[src/rtl/avalon_gpio_irq.sv]
// Avalon-MM GPIO slave: synchronised, optionally debounced inputs with
// per-bit edge capture and a maskable level IRQ, plus a set/clear output register.
module avalon_gpio_irq #(
    parameter int WIDTH           = 10,
    parameter int SYNC_STAGES     = 2,
    parameter int DEBOUNCE_CYCLES = 0
) (
    input  logic             clk,
    input  logic             reset_n,
    input  logic [2:0]       address,
    input  logic             chipselect,
    input  logic             write_n,
    input  logic [31:0]      writedata,
    output logic [31:0]      readdata,
    input  logic [WIDTH-1:0] in_port,
    output logic [WIDTH-1:0] out_port,
    output logic             irq
);

    localparam logic [2:0] A_DATA = 3'd0;
    localparam logic [2:0] A_OUT  = 3'd1;
    localparam logic [2:0] A_MASK = 3'd2;
    localparam logic [2:0] A_CAP  = 3'd3;
    localparam logic [2:0] A_RISE = 3'd4;
    localparam logic [2:0] A_FALL = 3'd5;
    localparam logic [2:0] A_SET  = 3'd6;
    localparam logic [2:0] A_CLR  = 3'd7;

    logic [WIDTH-1:0] sync_q [SYNC_STAGES];
    logic [WIDTH-1:0] sync_out;
    logic [WIDTH-1:0] filt;

    always_ff @(posedge clk or negedge reset_n) begin
        if (!reset_n) begin
            for (int i = 0; i < SYNC_STAGES; i++) sync_q[i] <= '0;
        end else begin
            sync_q[0] <= in_port;
            for (int i = 1; i < SYNC_STAGES; i++) sync_q[i] <= sync_q[i-1];
        end
    end

    assign sync_out = sync_q[SYNC_STAGES-1];

    generate
        if (DEBOUNCE_CYCLES == 0) begin : g_nodeb
            assign filt = sync_out;
        end else begin : g_deb
            localparam int CW = $clog2(DEBOUNCE_CYCLES + 1);
            localparam logic [CW-1:0] CNT_LAST = CW'(DEBOUNCE_CYCLES - 1);
            for (genvar b = 0; b < WIDTH; b++) begin : g_bit
                logic [CW-1:0] cnt_q;
                logic          filt_q;
                // Counter only runs while the synced input disagrees with filt
                always_ff @(posedge clk or negedge reset_n) begin
                    if (!reset_n) begin
                        cnt_q  <= '0;
                        filt_q <= 1'b0;
                    end else if (sync_out[b] == filt_q) begin
                        cnt_q <= '0;
                    end else if (cnt_q == CNT_LAST) begin
                        filt_q <= sync_out[b];
                        cnt_q  <= '0;
                    end else begin
                        cnt_q <= cnt_q + 1'b1;
                    end
                end
                assign filt[b] = filt_q;
            end
        end
    endgenerate

    logic [WIDTH-1:0] out_q, out_d;
    logic [WIDTH-1:0] mask_q, mask_d;
    logic [WIDTH-1:0] cap_q, cap_d;
    logic [WIDTH-1:0] rise_q, rise_d;
    logic [WIDTH-1:0] fall_q, fall_d;
    logic [WIDTH-1:0] prev_q;
    logic [31:0]      rd_q, rd_d;
    logic [WIDTH-1:0] wd, clr, edge_hit;
    logic             wr;

    assign wr       = chipselect & ~write_n;
    assign wd       = writedata[WIDTH-1:0];
    assign edge_hit = (filt & ~prev_q & rise_q) | (~filt & prev_q & fall_q);

    always_comb begin
        out_d  = out_q;
        mask_d = mask_q;
        rise_d = rise_q;
        fall_d = fall_q;
        clr    = '0;
        if (wr) begin
            case (address)
                A_DATA, A_OUT: out_d  = wd;
                A_MASK:        mask_d = wd;
                A_CAP:         clr    = wd;
                A_RISE:        rise_d = wd;
                A_FALL:        fall_d = wd;
                A_SET:         out_d  = out_q | wd;
                A_CLR:         out_d  = out_q & ~wd;
                default:       ;
            endcase
        end
        // A new edge beats a coincident clear on the same bit
        cap_d = (cap_q & ~clr) | edge_hit;
    end

    always_comb begin
        rd_d = '0;
        case (address)
            A_DATA:  rd_d[WIDTH-1:0] = filt;
            A_OUT:   rd_d[WIDTH-1:0] = out_q;
            A_MASK:  rd_d[WIDTH-1:0] = mask_q;
            A_CAP:   rd_d[WIDTH-1:0] = cap_q;
            A_RISE:  rd_d[WIDTH-1:0] = rise_q;
            A_FALL:  rd_d[WIDTH-1:0] = fall_q;
            default: rd_d = '0;
        endcase
    end

    always_ff @(posedge clk or negedge reset_n) begin
        if (!reset_n) begin
            out_q  <= '0;
            mask_q <= '0;
            cap_q  <= '0;
            rise_q <= '0;
            fall_q <= '0;
            prev_q <= '0;
            rd_q   <= '0;
        end else begin
            out_q  <= out_d;
            mask_q <= mask_d;
            cap_q  <= cap_d;
            rise_q <= rise_d;
            fall_q <= fall_d;
            prev_q <= filt;
            rd_q   <= rd_d;
        end
    end

    assign readdata = rd_q;
    assign out_port = out_q;
    assign irq      = |(cap_q & mask_q);

endmodule

[config.mk]
export PLATFORM = sky130hd
export DESIGN_NAME = avalon_gpio_irq
export DESIGN_NICKNAME = d
export VERILOG_FILES = /design/src/rtl/avalon_gpio_irq.sv
export SDC_FILE = /design/constraint.sdc
export NUM_CORES = 1
export LEC_CHECK = 0
export CORE_UTILIZATION = 35
export CTS_BUF_LIST = sky130_fd_sc_hd__clkbuf_8
export CTS_CLUSTER_SIZE = 8
export DETAILED_ROUTE_END_ITERATION = 8
export PLACE_DENSITY = 0.62
export REMOVE_ABC_BUFFERS = 1
export SYNTH_ARGS = -nofsm -noshare
export SYNTH_HDL_FRONTEND = slang
export SYNTH_SLANG_ARGS = --single-unit
[constraint.sdc]
create_clock -name clk -period 1.7 [get_ports clk]
set_clock_uncertainty 0.1 [all_clocks]
set_input_delay 0.34 -clock clk [delete_from_list [all_inputs] [get_ports clk]]
set_output_delay 0.34 -clock clk [all_outputs]
set_load 0.03 [all_outputs]
**Yosys cells after proc, flatten, opt, wreduce, memory -nomap -nowiden**

Index checks and enable logic that the tools add are counted.

- Output and inout port bits: 43
- Logic and storage cells: 44
- Input port bits: 49
- Register bits after elaboration: 90

- Reduce and logical (&&, ||, !) cells: 8
- Bitwise operators: 16
- Mux-type cells: 4
- Equal/unequal tests: 7

Operator list:

| cell | number |
|---|---|
| $and 10x10->10 | 7 |
| $pmux 10 s6 | 1 |
| $not 10->10 | 4 |
| $or 10x10->10 | 3 |
| $pmux 10 s3 | 1 |
| $mux 10 | 2 |
| $eq 3x3->1 const B | 4 |
| $reduce_or 10->1 | 1 |
| $reduce_and 2->1 | 4 |
| $eq 3x2->1 const B | 2 |
| $eq 3x1->1 const B | 1 |
| $logic_not 3->1 | 1 |
| $reduce_bool 3->1 | 1 |
| $reduce_or 2->1 | 1 |
| $and 1x1->1 | 1 |
| $not 1->1 | 1 |

**Depth between registers and ports, before layout**

Gate-level depths: netlist of the first run.

- Depth in word-level cells: 6
- Depth in mapped cells: 6
- Gate-level depth less buffers: 3

**Worst setup path after synthesis of the first run**

Ideal clock, no wire load.

- Path kind: register to output
- From: reg mask_q[6]
- To: out irq
- Required time: 1260 ps
- Cell stages (with the launch flop): 4
- Path slack: 132 ps
- Data arrival time: 1128 ps
- Path buffers: 0
- Cell sequence: dfrtp_1 -> a22o_1 -> a221oi_1 -> nand4_1

- Cells in the longest elaborated chain, start to end: 2

RTL lines:

| what | RTL line | RTL |
|---|---|---|
| start, declared | 73 | `logic [WIDTH-1:0] mask_q, mask_d;` |
| start signal, assigned | 132 | `mask_q <= mask_d;` |
| $and 10x10->10 | 143 | `assign irq = \|(cap_q & mask_q);` |
| $reduce_or 10->1 | 143 |  |
| end, declared | 17 | `output logic irq` |

Every way passes these cells.

**Final worst setup path of the first run**

- From: reg cap_q[6]
- To: out irq

- Cells in the longest elaborated chain, start to end: 2

RTL lines:

| what | RTL line | RTL |
|---|---|---|
| start, declared | 74 | `logic [WIDTH-1:0] cap_q, cap_d;` |
| start signal, assigned | 133 | `cap_q <= cap_d;` |
| $and 10x10->10 | 143 |  |
| $reduce_or 10->1 | 143 |  |

Every way passes these cells.

==> reports/metrics.yaml, run 1 <==
status:
  status: "complete, but fails checks"
  failed_checks: "setup timing"
layout:
  areaGrowthSynthToFinish_pct: 27.8
  diodes: 0
  drive_gt1_share_pct: 25.4
  fin_nets: 493
  final_core_util_pct: 46.7
  register_area_um2: 2250
  nFillCells: 1048
  finalInstanceArea_um2: 5450
  multi_input_area_um2: 1770
synth:
  synth-seq-cells: 90
  synth_area_um2: 4260
  synth_xor_area_share_pct: 0
  muxShareOfSynthArea_pct: 13.4
  synth_top_area_share_pct: 52.8
  synth_cells: 346
  ys_types: 42
  avgSynthCellArea_um2: 12.3
  ys_seq_area_share_pct: 52.8
  synth_top_family_by_area: "compound AO/OA/AOI/OAI gates"
  yosys.area_share.simple_pct: 9.51
  synth_edf_count: 0
  synthFlopType: "dfrtp_1"
  yosysTopAreaCell: "dfrtp_1"
  yosys.area_share.adder_pct: 0
  async_flop_share_pct: 100
  synthTopCellsByCount: "dfrtp_1 (90), buf_4 (28), a21oi_1 (20), mux2_1 (20), mux2_2 (19)"
  synth_area_leaders: "dfrtp_1 (53%), mux2_1 (5.3%), mux2_2 (5.0%)"
  yosysMostFrequentCell: "dfrtp_1"
  ys_warn_count: 0
  synth-compound-area-share_pct: 16.1
critical_path:
  critical_path_required_ps: 1260
  crit_arrival_ps: 1600
  critical_path_class: "register to output pin"
  reg2regPathDepth: 2
  critPathMaxFanout: 2
  cp-startpoint: "cap_q[6]"
  regToRegEndpoint: "readdata[3]"
  reg2reg_from: "out_port[3]"
  rrSetupSlack_ps: 340
  start_kind: "register"
  end_kind: "output pin"
floorplanning:
  chipWidth_um: 112
  num_io_pins: 92
  start_util_pct: 36.6
  die_y_um: 112
  rows: 39
  dieArea_um2: 12600
  core_area_um2: 11700
min_path:
  worstHoldStart: "sync_q[12]"
  min_path_cells: 0
  whs_endpoint: "filt[2]"
  hold_class: "register to register"
cts:
  clkSlewWorstSetupHoldPaths_ps: 90
  cts_sinks: 90
  cts_buffers: 9
  cts_setup_buffers: 0
  clk_latency_ps: 360
  cts_tree: "done"
  cts_max_level: 3
  cts.path.max_buffers: 2
  root_buffer: "clkbuf_8"
pwr:
  p_per_area_nw_per_um2: 976
  power_mw: 5.31
  p_switching_mw: 1.57
  internal-power_mw: 3.74
  ir_drop_uv: 419
  clockPowerShare_pct: 28.3
  switching_share_pct: 29.6
  leakagePower_nw: 2.45
  seqPwrFrac_pct: 50.0
  pwr-share-comb_pct: 21.7
route:
  dr.pass1.iters: 4
  drtIter0Drc: 161
  wire_per_inst_um: 17.1
  wirelength_um: 10100
  drc: 0
  drtAntennaViolNets: 0
  vias: 3079
  viasPerCell: 5.20
global_route:
  grt.overflow.total: 0
  antenna_found_initial: 0
  grt_max_degree: 91
  grt_usage_pct: 17.1
  grt_pass1_vias: 3031
  grt_pass1_wl_um: 16500
placed_design:
  place_area_um2: 5220
  place_hpwl_um: 7120
  io_buffers: 47
  gp_congestion: 0.783
sta:
  min_period_over_period_pct: 120
  maxSlewViolCount: 0
  setup_violations: 1
  worst_slack_ps: -342
  finalHoldViolCount: 0
  rsz0062_at_grt: "yes"
  period_needed_ps: 2040
  fmax_mhz: 490
job:
  cap_viol_max_count: 0
## critical path: stages, from the launching register on
cell      delay [ps]
dfrtp_1          390
a22o_1           250
a221oi_2         220
nand4_1          200
buf_6            190
## how the worst max path moves through the flow
stage | end | slack [ps]
after global placement | cap_q[7] | -440
after global routing | irq | -430
final | irq | -340
after detailed placement | cap_q[7] | -480
after CTS | irq | -340
after floorplan | mask_q[0] | -180
## layout by cell type, fill, tap and decap left out, drive strengths merged, types with 8 or more instances in the layout
cell type and instances:
a211oi 10, a21oi 20, a22oi 8, buf 64
clkbuf 11, clkdlybuf4s50 21, conb 22, dfrtp 90
dlygate4sd2 18, inv 13, mux2 39, mux2i 11
nand2 12, nand2b 10, nand3b 11, o211ai 11
o2bb2ai 10, o31ai 10, or4b 10
## per-stage QoR
step	TNS [ps]	setup WS, ps	hold slack (ps)	cells
global placement	-18360	-444	232	575
floorplan	-3530	-180	-55.6	324
detailed placement	-20440	-475	235	575
finish	-342	-342	253	592
global route	-431	-431	262	592
CTS	-343	-343	255	592
## routing by layer
metal / GRT usage, % / part of all wire [%]
met2: 27.2 / 48
met1: 23.5 / 47
met5: 0 / 0
met4: 5.07 / 1.0
met3: 3.46 / 4.0
## final cells by class
type,count,share of cell area (%)
Timing Repair Buffer,109,18.3
Multi-Input combinational cell,222,32.5
Tap cell,143,3.29
Clock inverter,5,0.988
Inverter,12,0.827
Clock buffer,11,2.78
Sequential cell,90,41.4
## flip-flops by register name, indices dropped and copies added, names as in the netlist
name      cells
filt         10
cap_q        10
readdata     10
prev_q       10
out_port     10
mask_q       10
sync_q       10
rise_q       10
fall_q       10
## cell families after synthesis
kind of cell           count (synthesis)
flip-flops                            90
AO/OA/AOI/OAI                         89
AND/OR/NAND/NOR                       60
buffers and inverters                 55
multiplexers                          51
other                                  1
## power groups by stage
stage | clock [mW] | combinational (mW) | sequential (mW)
2_1_floorplan | 0 | 0.540 | 2.75
3_3_place_gp | 0 | 1.16 | 2.68
3_5_place_dp | 0 | 1.18 | 2.70
4_1_cts | 1.56 | 1.15 | 2.66
5_1_grt | 1.65 | 1.25 | 2.70
6_report | 1.50 | 1.15 | 2.66
## repair_timing
action,CTS,global route
hold buffers,1,0
pin swaps,2,2
endpoints found under the hold margin,90,0
endpoints found under the setup margin,41,28
gates resized for setup,25,9
No activity file was read; power rests on OpenSTA's default activity.
==> inputs of run 2 (changes only) <==
CORE_ASPECT_RATIO = 0.6   (was default)
TNS_END_PERCENT = 10   (was default)
==> run 2 against run 1 <==
Effect of this change: the run still ends with setup timing left; flip-flop and latch count unchanged; setup slack improved by 48 ps; worst hold slack about the same; routed wire length increased by 6.7%; maximum frequency increased by 2.4%; combinational power increased by 4%; total power increased by 1.4%; non-clock buffer count increased by 1; highest routed layer unchanged; cell count increased by 3.0%; design area increased by 0.62%; global-route usage increased by 1.3 points; die area increased by 0.12%; largest cell class unchanged; critical path type unchanged; largest power group unchanged.
==> reports/metrics.yaml, run 2 (synthesis gave the netlist of run 1 again) <==
pwr:
  p_per_area_nw_per_um2: 984
  leakagePower_nw: 2.45
  ir_drop_uv: 385
layout:
  diodes: 0
  finalInstanceArea_um2: 5480
  fin_nets: 494
  drive_gt1_share_pct: 26.4
  final_cell_count_no_fill: 610
  layout_commonest_cell: "dfrtp_1"
  nFillCells: 1082
  areaGrowthSynthToFinish_pct: 28.6
  final_cell_mix: "dfrtp_1 (90), buf_4 (55), conb_1 (22)"
critical_path:
  critical_path_required_ps: 1260
  critPathMaxFanout: 2
  start_kind: "register"
  critical_path_class: "register to output pin"
  crit_arrival_ps: 1550
  end_kind: "output pin"
placed_design:
  dp.cells: 592
  gp_congestion: 0.831
  place_hpwl_um: 7760
  io_buffers: 47
  place_area_um2: 5210
cts:
  cts_max_level: 3
  cts.path.max_buffers: 2
  cts_buffers: 9
  cts_tree: "done"
  clk_latency_ps: 380
  clkSlewWorstSetupHoldPaths_ps: 90
  cts_sinks: 90
  root_buffer: "clkbuf_8"
job:
  cap_viol_max_count: 0
sta:
  fmax_mhz: 501
  min_period_over_period_pct: 117
  setup_violations: 1
  worst_slack_ps: -295
  maxSlewViolCount: 0
  period_needed_ps: 1990
  rsz0062_at_grt: "yes"
  finalHoldViolCount: 0
floorplanning:
  chipWidth_um: 144
  start_util_pct: 36.9
  rows: 30
  core_area_um2: 11600
  die_y_um: 87.5
  num_io_pins: 92
  dieArea_um2: 12600
route:
  wire_per_inst_um: 17.7
  wirelength_um: 10800
  viasPerCell: 5.14
  drtAntennaViolNets: 0
  drc: 0
  dr.pass1.iters: 4
  drtIter0Drc: 219
  vias: 3133
global_route:
  antenna_found_initial: 0
  grt.overflow.total: 0
  grt_pass1_vias: 3113
  grt_usage_pct: 18.4
  grt_pass1_wl_um: 17000
  grt_max_degree: 39
status:
  failed_checks: "setup timing"
  status: "complete, but fails checks"
min_path:
  hold_class: "register to register"
[run 2: layer usage]
layer  wire length, µm  vias up  GRT usage, %
met5                 0        -             0
met4                91        0          5.84
met3               900       12          4.67
met2              4680      109          25.8
met1              5090     1582          27.3
li1                  -     1430             -
[run 2: layout make-up]
class | instances | area [µm²] | share of cell area, %
Multi-Input combinational cell | 222 | 1800 | 32.8
Clock buffer | 11 | 151 | 2.76
Clock inverter | 5 | 52.6 | 0.959
Inverter | 12 | 45.0 | 0.822
Sequential cell | 90 | 2250 | 41.1
Timing Repair Buffer | 110 | 980 | 17.9
Tap cell | 160 | 200 | 3.65
[run 2: stage by stage]
step                hold WS, ps  worst slack [ps]  total power [mW]  TNS (ps)  utilization [%]
CTS                         255              -328              5.40      -328             46.9
global route                258              -372              5.66      -377             47.4
detailed placement          128              -476              3.90    -22170             45.1
floorplan                 -55.6              -180              3.29     -3530                -
global placement            126              -456              3.87    -21120             45.1
finish                      253              -295              5.39      -295             47.4
[run 2: what timing repair did]
action	CTS	global route
pin swaps	2	6
gates resized for setup	25	19
hold endpoints to repair	15	0
setup buffers	0	1
setup endpoints to repair	37	49
hold buffers	1	0
[run 2: report_power, final]
group	leakage [nW]	total [mW]	internal [mW]	switching, mW
Clock	0.105	1.53	0.752	0.775
Sequential	1.07	2.67	2.43	0.237
Combinational	1.28	1.20	0.573	0.622
Total	2.45	5.39	3.76	1.63
[run 2: path summary, 6_finish.rpt]
path / startpoint / end / slack, ps / depth (start not counted)
setup / recovery: mask_q[6] / irq / -290 / 4
hold / removal: sync_q[18] / filt[8] / 250 / 0
hold reg to reg: sync_q[18] / filt[8] / 250 / 0
max in group asynchronous: reset_n / readdata[4] / 740 / 3
setup reg to reg: out_port[8] / readdata[8] / 260 / 4
min in group asynchronous: reset_n / fall_q[5] / 270 / 2
[run 2: worst max-delay path, cell delays in order, from the launching register on]
cell and delay (ps):
dfrtp_1 390, a22o_1 260, a221oi_2 190, nand4_1 160, buf_6 180
==> inputs of run 3 (changes only) <==
CAP_MARGIN = 5   (was default)
==> results of run 3 <==
Same layout as run 2: the final DEF is identical, and so are final timing and power.
